## config.mk

```make
export PLATFORM = sky130hd
export DESIGN_NAME = bitonic_sort_pipe_flat
export DESIGN_NICKNAME = d
export VERILOG_FILES = /design/src/rtl/bitonic_sort_pkg.sv /design/src/rtl/bitonic_sort_pipe_if.sv /design/src/rtl/bitonic_cmp_swap.sv /design/src/rtl/bitonic_sort_pipe.sv /design/src/flat_wrapper.sv
export SDC_FILE = /design/constraint.sdc
export NUM_CORES = 1
export LEC_CHECK = 0
export CELL_PAD_IN_SITES_DETAIL_PLACEMENT = 1
export CELL_PAD_IN_SITES_GLOBAL_PLACEMENT = 1
export CORE_MARGIN = 5
export CORE_UTILIZATION = 47
export CTS_CLUSTER_SIZE = 40
export DETAILED_ROUTE_END_ITERATION = 10
export PLACE_DENSITY_LB_ADDON = 0.1
export RECOVER_POWER = 100
export SYNTH_ARGS = -nofsm -noshare
export SYNTH_HDL_FRONTEND = slang
export SYNTH_SLANG_ARGS = --single-unit
```

## constraint.sdc

```tcl
create_clock -name clk -period 2.7 [get_ports clk]
set_input_delay 0.675 -clock clk [delete_from_list [all_inputs] [get_ports clk]]
set_output_delay 0.675 -clock clk [all_outputs]
set_load 0.1 [all_outputs]
```

## src/rtl/bitonic_sort_pkg.sv

```systemverilog
// bitonic_sort_pkg: layer schedule and compare-exchange helpers for the bitonic sorter
package bitonic_sort_pkg;
  localparam int MAX_LOG_N = 5;
  typedef enum logic {DIR_ASC = 1'b0, DIR_DESC = 1'b1} dir_e;
  function automatic int num_stages(input int log_n);
    return log_n * (log_n + 1) / 2;
  endfunction
  // Layers run k = 2,4,..,N with j = k/2 down to 1; the prefix is the same for every N.
  function automatic int stage_k(input int stage);
    int s = 0;
    int r = 2;
    for (int lk = 1; lk <= MAX_LOG_N; lk++)
      for (int lj = lk - 1; lj >= 0; lj--) begin
        if (s == stage) r = 1 << lk;
        s++;
      end
    return r;
  endfunction
  function automatic int stage_j(input int stage);
    int s = 0;
    int r = 1;
    for (int lk = 1; lk <= MAX_LOG_N; lk++)
      for (int lj = lk - 1; lj >= 0; lj--) begin
        if (s == stage) r = 1 << lj;
        s++;
      end
    return r;
  endfunction
  function automatic int pair_partner(input int stage, input int i);
    return i ^ stage_j(stage);
  endfunction
  function automatic dir_e pair_dir(input int stage, input int i);
    return ((i & stage_k(stage)) != 0) ? DIR_DESC : DIR_ASC;
  endfunction
endpackage

```

## src/rtl/bitonic_sort_pipe_if.sv

```systemverilog
// bitonic_sort_pipe_if: vector in/out handshake bundle; BITONIC_SORT_TAG_EN adds out_tag
interface bitonic_sort_pipe_if #(parameter int LOG_N = 2, parameter int W = 4);
  localparam int N = 2 ** LOG_N;
  logic in_valid, in_ready, in_desc;
  logic out_valid, out_ready, out_desc;
  logic [N*W-1:0] in_data, out_data;
`ifdef BITONIC_SORT_TAG_EN
  logic [N*LOG_N-1:0] out_tag;
`endif
  modport master (
    output in_valid, in_desc, in_data, out_ready,
    input in_ready, out_valid, out_desc, out_data
`ifdef BITONIC_SORT_TAG_EN
    , input out_tag
`endif
  );
  modport slave (
    input in_valid, in_desc, in_data, out_ready,
    output in_ready, out_valid, out_desc, out_data
`ifdef BITONIC_SORT_TAG_EN
    , output out_tag
`endif
  );
endinterface

```

## src/rtl/bitonic_cmp_swap.sv

```systemverilog
// bitonic_cmp_swap: one compare-exchange; dir=1 puts the max at lo; BITONIC_SORT_TAG_EN swaps tags too
module bitonic_cmp_swap #(
  parameter int W = 4
`ifdef BITONIC_SORT_TAG_EN
  , parameter int TW = 1
`endif
) (
  input  logic [W-1:0]  a,
  input  logic [W-1:0]  b,
`ifdef BITONIC_SORT_TAG_EN
  input  logic [TW-1:0] ta,
  input  logic [TW-1:0] tb,
  output logic [TW-1:0] tlo,
  output logic [TW-1:0] thi,
`endif
  input  logic          dir,
  output logic [W-1:0]  lo,
  output logic [W-1:0]  hi
);
  logic swap;
  always_comb begin
    swap = dir ? (a < b) : (a > b);
    lo = swap ? b : a;
    hi = swap ? a : b;
`ifdef BITONIC_SORT_TAG_EN
    tlo = swap ? tb : ta;
    thi = swap ? ta : tb;
`endif
  end
endmodule

```

## src/rtl/bitonic_sort_pipe.sv

```systemverilog
// bitonic_sort_pipe: registered bitonic network, one layer per stage; BITONIC_SORT_TAG_EN adds out_tag
module bitonic_sort_pipe
  import bitonic_sort_pkg::*;
#(
  parameter int LOG_N = 2,
  parameter int W = 4
) (
  input logic clk,
  input logic rst,
  bitonic_sort_pipe_if.slave io
);
  localparam int N = 2 ** LOG_N;
  localparam int S = num_stages(LOG_N);
  localparam int NW = N * W;
  logic en;
  logic [S-1:0] vq, cq, sc;
  logic [S-1:0][NW-1:0] dq, sd, nd;
`ifdef BITONIC_SORT_TAG_EN
  logic [S-1:0][N*LOG_N-1:0] tq, st, nt;
  assign io.out_tag = tq[S-1];
`endif
  assign en = !vq[S-1] || io.out_ready;
  assign io.in_ready = en;
  assign io.out_valid = vq[S-1];
  assign io.out_desc = cq[S-1];
  assign io.out_data = dq[S-1];
  for (genvar s = 0; s < S; s++) begin : g_stg
    if (s == 0) begin : g_in
      assign sd[s] = io.in_data;
      assign sc[s] = io.in_desc;
`ifdef BITONIC_SORT_TAG_EN
      for (genvar i = 0; i < N; i++) begin : g_id
        assign st[s][i*LOG_N +: LOG_N] = LOG_N'(i);
      end
`endif
    end else begin : g_q
      assign sd[s] = dq[s-1];
      assign sc[s] = cq[s-1];
`ifdef BITONIC_SORT_TAG_EN
      assign st[s] = tq[s-1];
`endif
    end
    for (genvar p = 0; p < N / 2; p++) begin : g_cs
      localparam int J = pair_partner(s, 0);
      localparam int L = (p / J) * 2 * J + p % J;
      localparam int H = pair_partner(s, L);
      // in_desc flips every local direction, which turns the whole result descending
      bitonic_cmp_swap #(
        .W(W)
`ifdef BITONIC_SORT_TAG_EN
        , .TW(LOG_N)
`endif
      ) u_cs (
        .a(sd[s][L*W +: W]),
        .b(sd[s][H*W +: W]),
`ifdef BITONIC_SORT_TAG_EN
        .ta(st[s][L*LOG_N +: LOG_N]),
        .tb(st[s][H*LOG_N +: LOG_N]),
        .tlo(nt[s][L*LOG_N +: LOG_N]),
        .thi(nt[s][H*LOG_N +: LOG_N]),
`endif
        .dir(logic'(pair_dir(s, L)) ^ sc[s]),
        .lo(nd[s][L*W +: W]),
        .hi(nd[s][H*W +: W])
      );
    end
  end
  always_ff @(posedge clk)
    if (rst) begin
      vq <= '0;
      cq <= '0;
      dq <= '0;
`ifdef BITONIC_SORT_TAG_EN
      tq <= '0;
`endif
    end else if (en) begin
      vq <= S'({vq, io.in_valid});
      cq <= sc;
      dq <= nd;
`ifdef BITONIC_SORT_TAG_EN
      tq <= nt;
`endif
    end
endmodule
```

## src/flat_wrapper.sv

```systemverilog
// flat-port wrapper written by rule: the top's interface ports become plain ports
module bitonic_sort_pipe_flat import bitonic_sort_pkg::*;
#(
  parameter int LOG_N = 2,
  parameter int W = 4
)
  (clk, rst, io_in_valid, io_in_desc, io_in_data, io_out_ready, io_in_ready, io_out_valid, io_out_desc, io_out_data);
  bitonic_sort_pipe_if #(.LOG_N(LOG_N), .W(W)) io_i ();
  input logic clk;
  input logic rst;
  input wire logic [$bits(io_i.in_valid)-1:0] io_in_valid;
  input wire logic [$bits(io_i.in_desc)-1:0] io_in_desc;
  input wire logic [$bits(io_i.in_data)-1:0] io_in_data;
  input wire logic [$bits(io_i.out_ready)-1:0] io_out_ready;
  output wire logic [$bits(io_i.in_ready)-1:0] io_in_ready;
  output wire logic [$bits(io_i.out_valid)-1:0] io_out_valid;
  output wire logic [$bits(io_i.out_desc)-1:0] io_out_desc;
  output wire logic [$bits(io_i.out_data)-1:0] io_out_data;
  assign io_i.in_valid = io_in_valid;
  assign io_i.in_desc = io_in_desc;
  assign io_i.in_data = io_in_data;
  assign io_i.out_ready = io_out_ready;
  assign io_in_ready = io_i.in_ready;
  assign io_out_valid = io_i.out_valid;
  assign io_out_desc = io_i.out_desc;
  assign io_out_data = io_i.out_data;
  bitonic_sort_pipe #(.LOG_N(LOG_N), .W(W)) u_core (.clk(clk), .rst(rst), .io(io_i));
endmodule
```

# Word level (Yosys, flattened, before mapping)
# Index checks and enable logic that the tools add are counted.
# word_totals
ff_bits	54
in_bits	21
output_inout_bits	19
elab_cells	37
# op_classes
order_cmp	12
mux	18
n_reduce_logical	2
# ops
op	n
$mux 4	12
$gt 4x4->1	6
$lt 4x4->1	6
$mux 1	6
$logic_not 1->1	1
$logic_or 1x1->1	1

# Longest topological paths before layout
# depth
ltp_word	3
depth_mapped	8
mapped_depth_nobuf	7

# Hierarchy
# Synthesis repeated with hierarchy kept, for this count alone.
# hier_totals
hier_cells	498
hier_area_um2	4837.1
# modules_own_cells
module	n_inst	cells_per_inst	area_each_um2	seq_area_each_um2
bitonic_sort_pipe	1	258	2817.7	1081.0
bitonic_cmp_swap	6	40	336.6	0.0

# Worst setup path after synthesis
# Ideal clock, no wire load.
# synth_path
path_kind	register to output
startpoint	register u_core.vq[2]
endpoint	output io_in_ready
arrival_ns	2.204
required_ns	2.025
slack_ns	-0.179
path_stages_with_launch	4
path_buffers	1
cell_sequence	dfxtp_1 nor2b_2 inv_2 clkbuf_1
# synth_between
elab_chain_cells	2
# synth_lines
item	line	source
from (decl)	bitonic_sort_pipe.sv:16	logic [S-1:0] vq, cq, sc;
from (signal assigned)	bitonic_sort_pipe.sv:77	vq <= S'({vq, io.in_valid});
$logic_not 1->1	bitonic_sort_pipe.sv:22	assign en = !vq[S-1] || io.out_ready;
$logic_or 1x1->1	bitonic_sort_pipe.sv:22	
to (decl)	flat_wrapper.sv:15	output wire logic [$bits(io_i.in_ready)-1:0] io_in_ready;
# Every way passes these cells.

# Worst setup path in the final report
# layout_path
startpoint	input io_in_data[15]
endpoint	register u_core.dq[12] (netlist bit)
# layout_between
elab_chain_cells	3
elab_cells_between_ends	4
classes_between	order compare (2); mux (2)
# layout_lines
item	line	source
from (decl)	flat_wrapper.sv:13	input wire logic [$bits(io_i.in_data)-1:0] io_in_data;
$lt 4x4->1 or $gt 4x4->1 (tied branches)	bitonic_cmp_swap.sv:22	swap = dir ? (a < b) : (a > b);
$mux 1 *	bitonic_cmp_swap.sv:22	
$mux 4 *	bitonic_cmp_swap.sv:24	hi = swap ? a : b;
to (signal assigned)	bitonic_sort_pipe.sv:79	dq <= nd;
to (decl)	bitonic_sort_pipe.sv:17	logic [S-1:0][NW-1:0] dq, sd, nd;
# Every way passes the cells marked *; elsewhere a longest branch is shown, timed or not.
# A chain may end at the register's enable or synchronous reset.

==> impl_metrics.ini <==
[timing]
tns_ns = 0
hold_violations = 0
fmax_mhz = 406
report.final.slew_viol_count = 0
fin_crit_sh_pct = 91.2
tightest_slew_ns = 1.19
grt_setup_unrepaired = false
slew_headroom_pct = 20.9
setup_viol_count_final = 0
finalCriticalPeriod_ns = 2.46
fin_skew_ns = 0.00774

[drt]
dr_wl_met3_um = 304
antenna_left = 0
wl_per_cell_um = 17.0
drtIter0Drc = 80
first_pass_iters = 4
dr_total_vias = 2947
wl_um = 8540
top_layer = met4
route.detailed.drc = 0
via_per_inst = 5.88
m1WireLength_um = 3900
wl_met2_um = 4240

[placed_design]
gp_congestion = 0.831
dpl_cell_area_um2 = 3930
hpwlAfterDp_um = 6570
port_buffers = 39
dpl.cell_count = 494

[floorplanning]
num_io_pins = 40
die_w_um = 98.0
core_region_area_um2 = 7650
start_util_pct = 47.6
row_count = 32
dieArea_um2 = 9610
chipHeight_um = 98.0

[layout]
fin_cells = 501
layout_commonest_cell = dfxtp_1
final_nets = 444
fin_util_pct = 50.6
area_growth_pct = 6.28
fillers = 907
fin_area_um2 = 3870
antennaDiodeCount = 0
multiInputGateArea_um2 = 2160
final_cell_mix = 54 x dfxtp_1, 37 x nand3_1, 34 x nor2_1, 30 x o21ai_1, 28 x a311oi_2
ff_latch_area_um2 = 1080
drive_gt1_share_pct = 19.8

[power_and_ir_drop]
swShare_pct = 43.4
p_int_w = 0.00144
power_w = 0.00255
p_leak_nw = 1.39
ir_worst_vdd_uv = 261
pwr-share-clk_pct = 18.1
p_comb_share_pct = 43.6
switching_power_w = 0.00111
power_density_nw_per_um2 = 659
power_frac_seq_pct = 38.3

[synthesis]
synth_cells = 389
yosys_warnings = 0
syn_nets = 434
synth_area_per_cell_um2 = 9.37
netlist_area_um2 = 3640
ys_ff_latch = 54
seq_area_frac_synth_pct = 29.7
synth_cell_type_count = 34

[run_status]
status = completed

[worst_setup_path]
path_buf_inv = 2
critPathArrivalTime_ns = 2.69
cp-end-kind = register
required_ns = 2.92
path_max_fanout = 8
critPathKind = input pin to register
cp_cell_sequence = dlygate4sd3_1 -> inv_1 -> ha_1 -> a211oi_1 -> and2_1 -> o21ai_0 -> a311oi_1
cp_slowest_stage_delay_ns = 0.60
start_kind = input pin
crit_family = compound AO/OA/AOI/OAI gates
critical-path-slowest-cell = dlygate4sd3_1

[clocking]
cts_hold_buf = 0
cts_max_level = 2
numCtsBuffers = 5
cts_tree = done
cts_max_path_buffers = 2
cts_sinks = 54
cts_setup_buffers = 0
cts.clk_slew.worst_paths_ns = 0.10
clkLatencyLatePin_ns = 0.31
postCtsResizedCells = 0
root_buffer = clkbuf_8

[grt]
antenna_found_initial = 0
grt_first_pass_wirelength_um = 14500
grt_max_degree = 39
gr-usage-all-layers_pct = 18.1
overflow = 0
first_global_vias = 2953

[flow_run]
maxCapViolations = 0

[worst_hold_path]
min_path_type = register to register
routing by layer:
metal,vias to the layer above,GRT usage (%)
li1,1475,-
met1,1413,23.0
met2,52,31.9
met3,7,3.29
met4,0,4.15
met5,-,0
logic make-up (layout without fill, tap and decap cells):
group                      count (synthesis)  in the layout  synth area share [%]
DFF                                       54             54                  29.7
and+or+nand+nor                          102            102                  14.7
AOI/OAI and AO/OA                        143            143                  38.1
adders and majority gates                 24             24                  8.24
buffers and inverters                     66             76                  9.24
registers in the layout, indices dropped and copies added, names as in the netlist:
register            cells
u_core.dq              32
u_core.cq               3
u_core.vq               3
u_core.io.out_data     16
metrics by stage:
stage	worst slack [ns]	hold WS, ns
after floorplan	0.233	0.432
after global placement	0.0503	0.438
after detailed placement	-0.0293	0.454
after CTS	0.306	0.469
after global routing	0.101	0.492
final	0.239	0.466
layout make-up:
type / instances / share of cell area [%]
inverters: 25 / 2.42
multi-input cells: 269 / 55.7
clock inverters: 2 / 0.355
clock buffers: 5 / 1.78
well taps: 102 / 3.30
repair buffers: 44 / 8.53
flip-flops and latches: 54 / 27.9
synthesized netlist by cell type:
master,count,share of area (%)
inv_2,1,0.10
a21oi_2,5,1.2
dfxtp_1,54,30
buf_2,2,0.27
a21o_2,1,0.24
o21ai_1,49,6.7
and4_1,1,0.24
o21bai_2,1,0.31
nand3_1,37,5.1
a311oi_2,30,12
a211o_2,4,1.1
a211o_1,1,0.24
nor2b_4,5,1.9
a221oi_1,6,1.4
and3_1,5,0.86
a31oi_1,16,2.7
a211oi_4,5,2.7
ha_1,24,8.2
and2_1,1,0.17
nor2b_1,1,0.17
o211ai_4,5,2.9
a21oi_4,1,0.45
buf_1,1,0.10
a311oi_1,2,0.48
nor2b_2,1,0.24
nand2_1,13,1.3
a21oi_1,6,0.82
inv_1,24,2.5
buf_4,23,4.7
a221oi_2,10,4.1
clkbuf_1,15,1.5
nor2_1,34,3.5
and4_4,4,1.2
a211oi_1,1,0.21
power by group through the flow:
stage,clock network (W),logic (W),registers (W)
2_1_floorplan,0,0.00105,0.000967
3_3_place_gp,0,0.00118,0.000994
3_5_place_dp,0,0.00121,0.000998
4_1_cts,0.000473,0.00121,0.000979
5_1_grt,0.000502,0.00121,0.000992
6_report,0.000461,0.00111,0.000977
worst register-to-register path: cells and delay by family (launching register included):
kind,cells,cell delay (ns)
adder cells (fa/ha/maj),1,0.29
AND/OR/NAND/NOR,2,0.53
AO/OA/AOI/OAI,3,0.81
buffers and inverters,1,0.10
flip-flops,1,0.40
path summary, 6_finish.rpt:
| check | start | end | slack (ns) | depth (start not counted) |
|---|---|---|---|---|
| worst max-delay path | io_in_data[15] | u_core.dq[12]$_SDFFE_PP0P_ | 0.24 | 7 |
| worst min-delay path | u_core.cq[2]$_SDFFE_PP0P_ | u_core.cq[2]$_SDFFE_PP0P_ | 0.47 | 2 |
| worst max register to register | u_core.dq[21]$_SDFFE_PP0P_ | u_core.io.out_data[6]$_SDFFE_PP0P_ | 0.50 | 7 |
| worst min register to register | u_core.cq[2]$_SDFFE_PP0P_ | u_core.cq[2]$_SDFFE_PP0P_ | 0.47 | 2 |
Note: power is estimated with default switching activity, not from simulation.
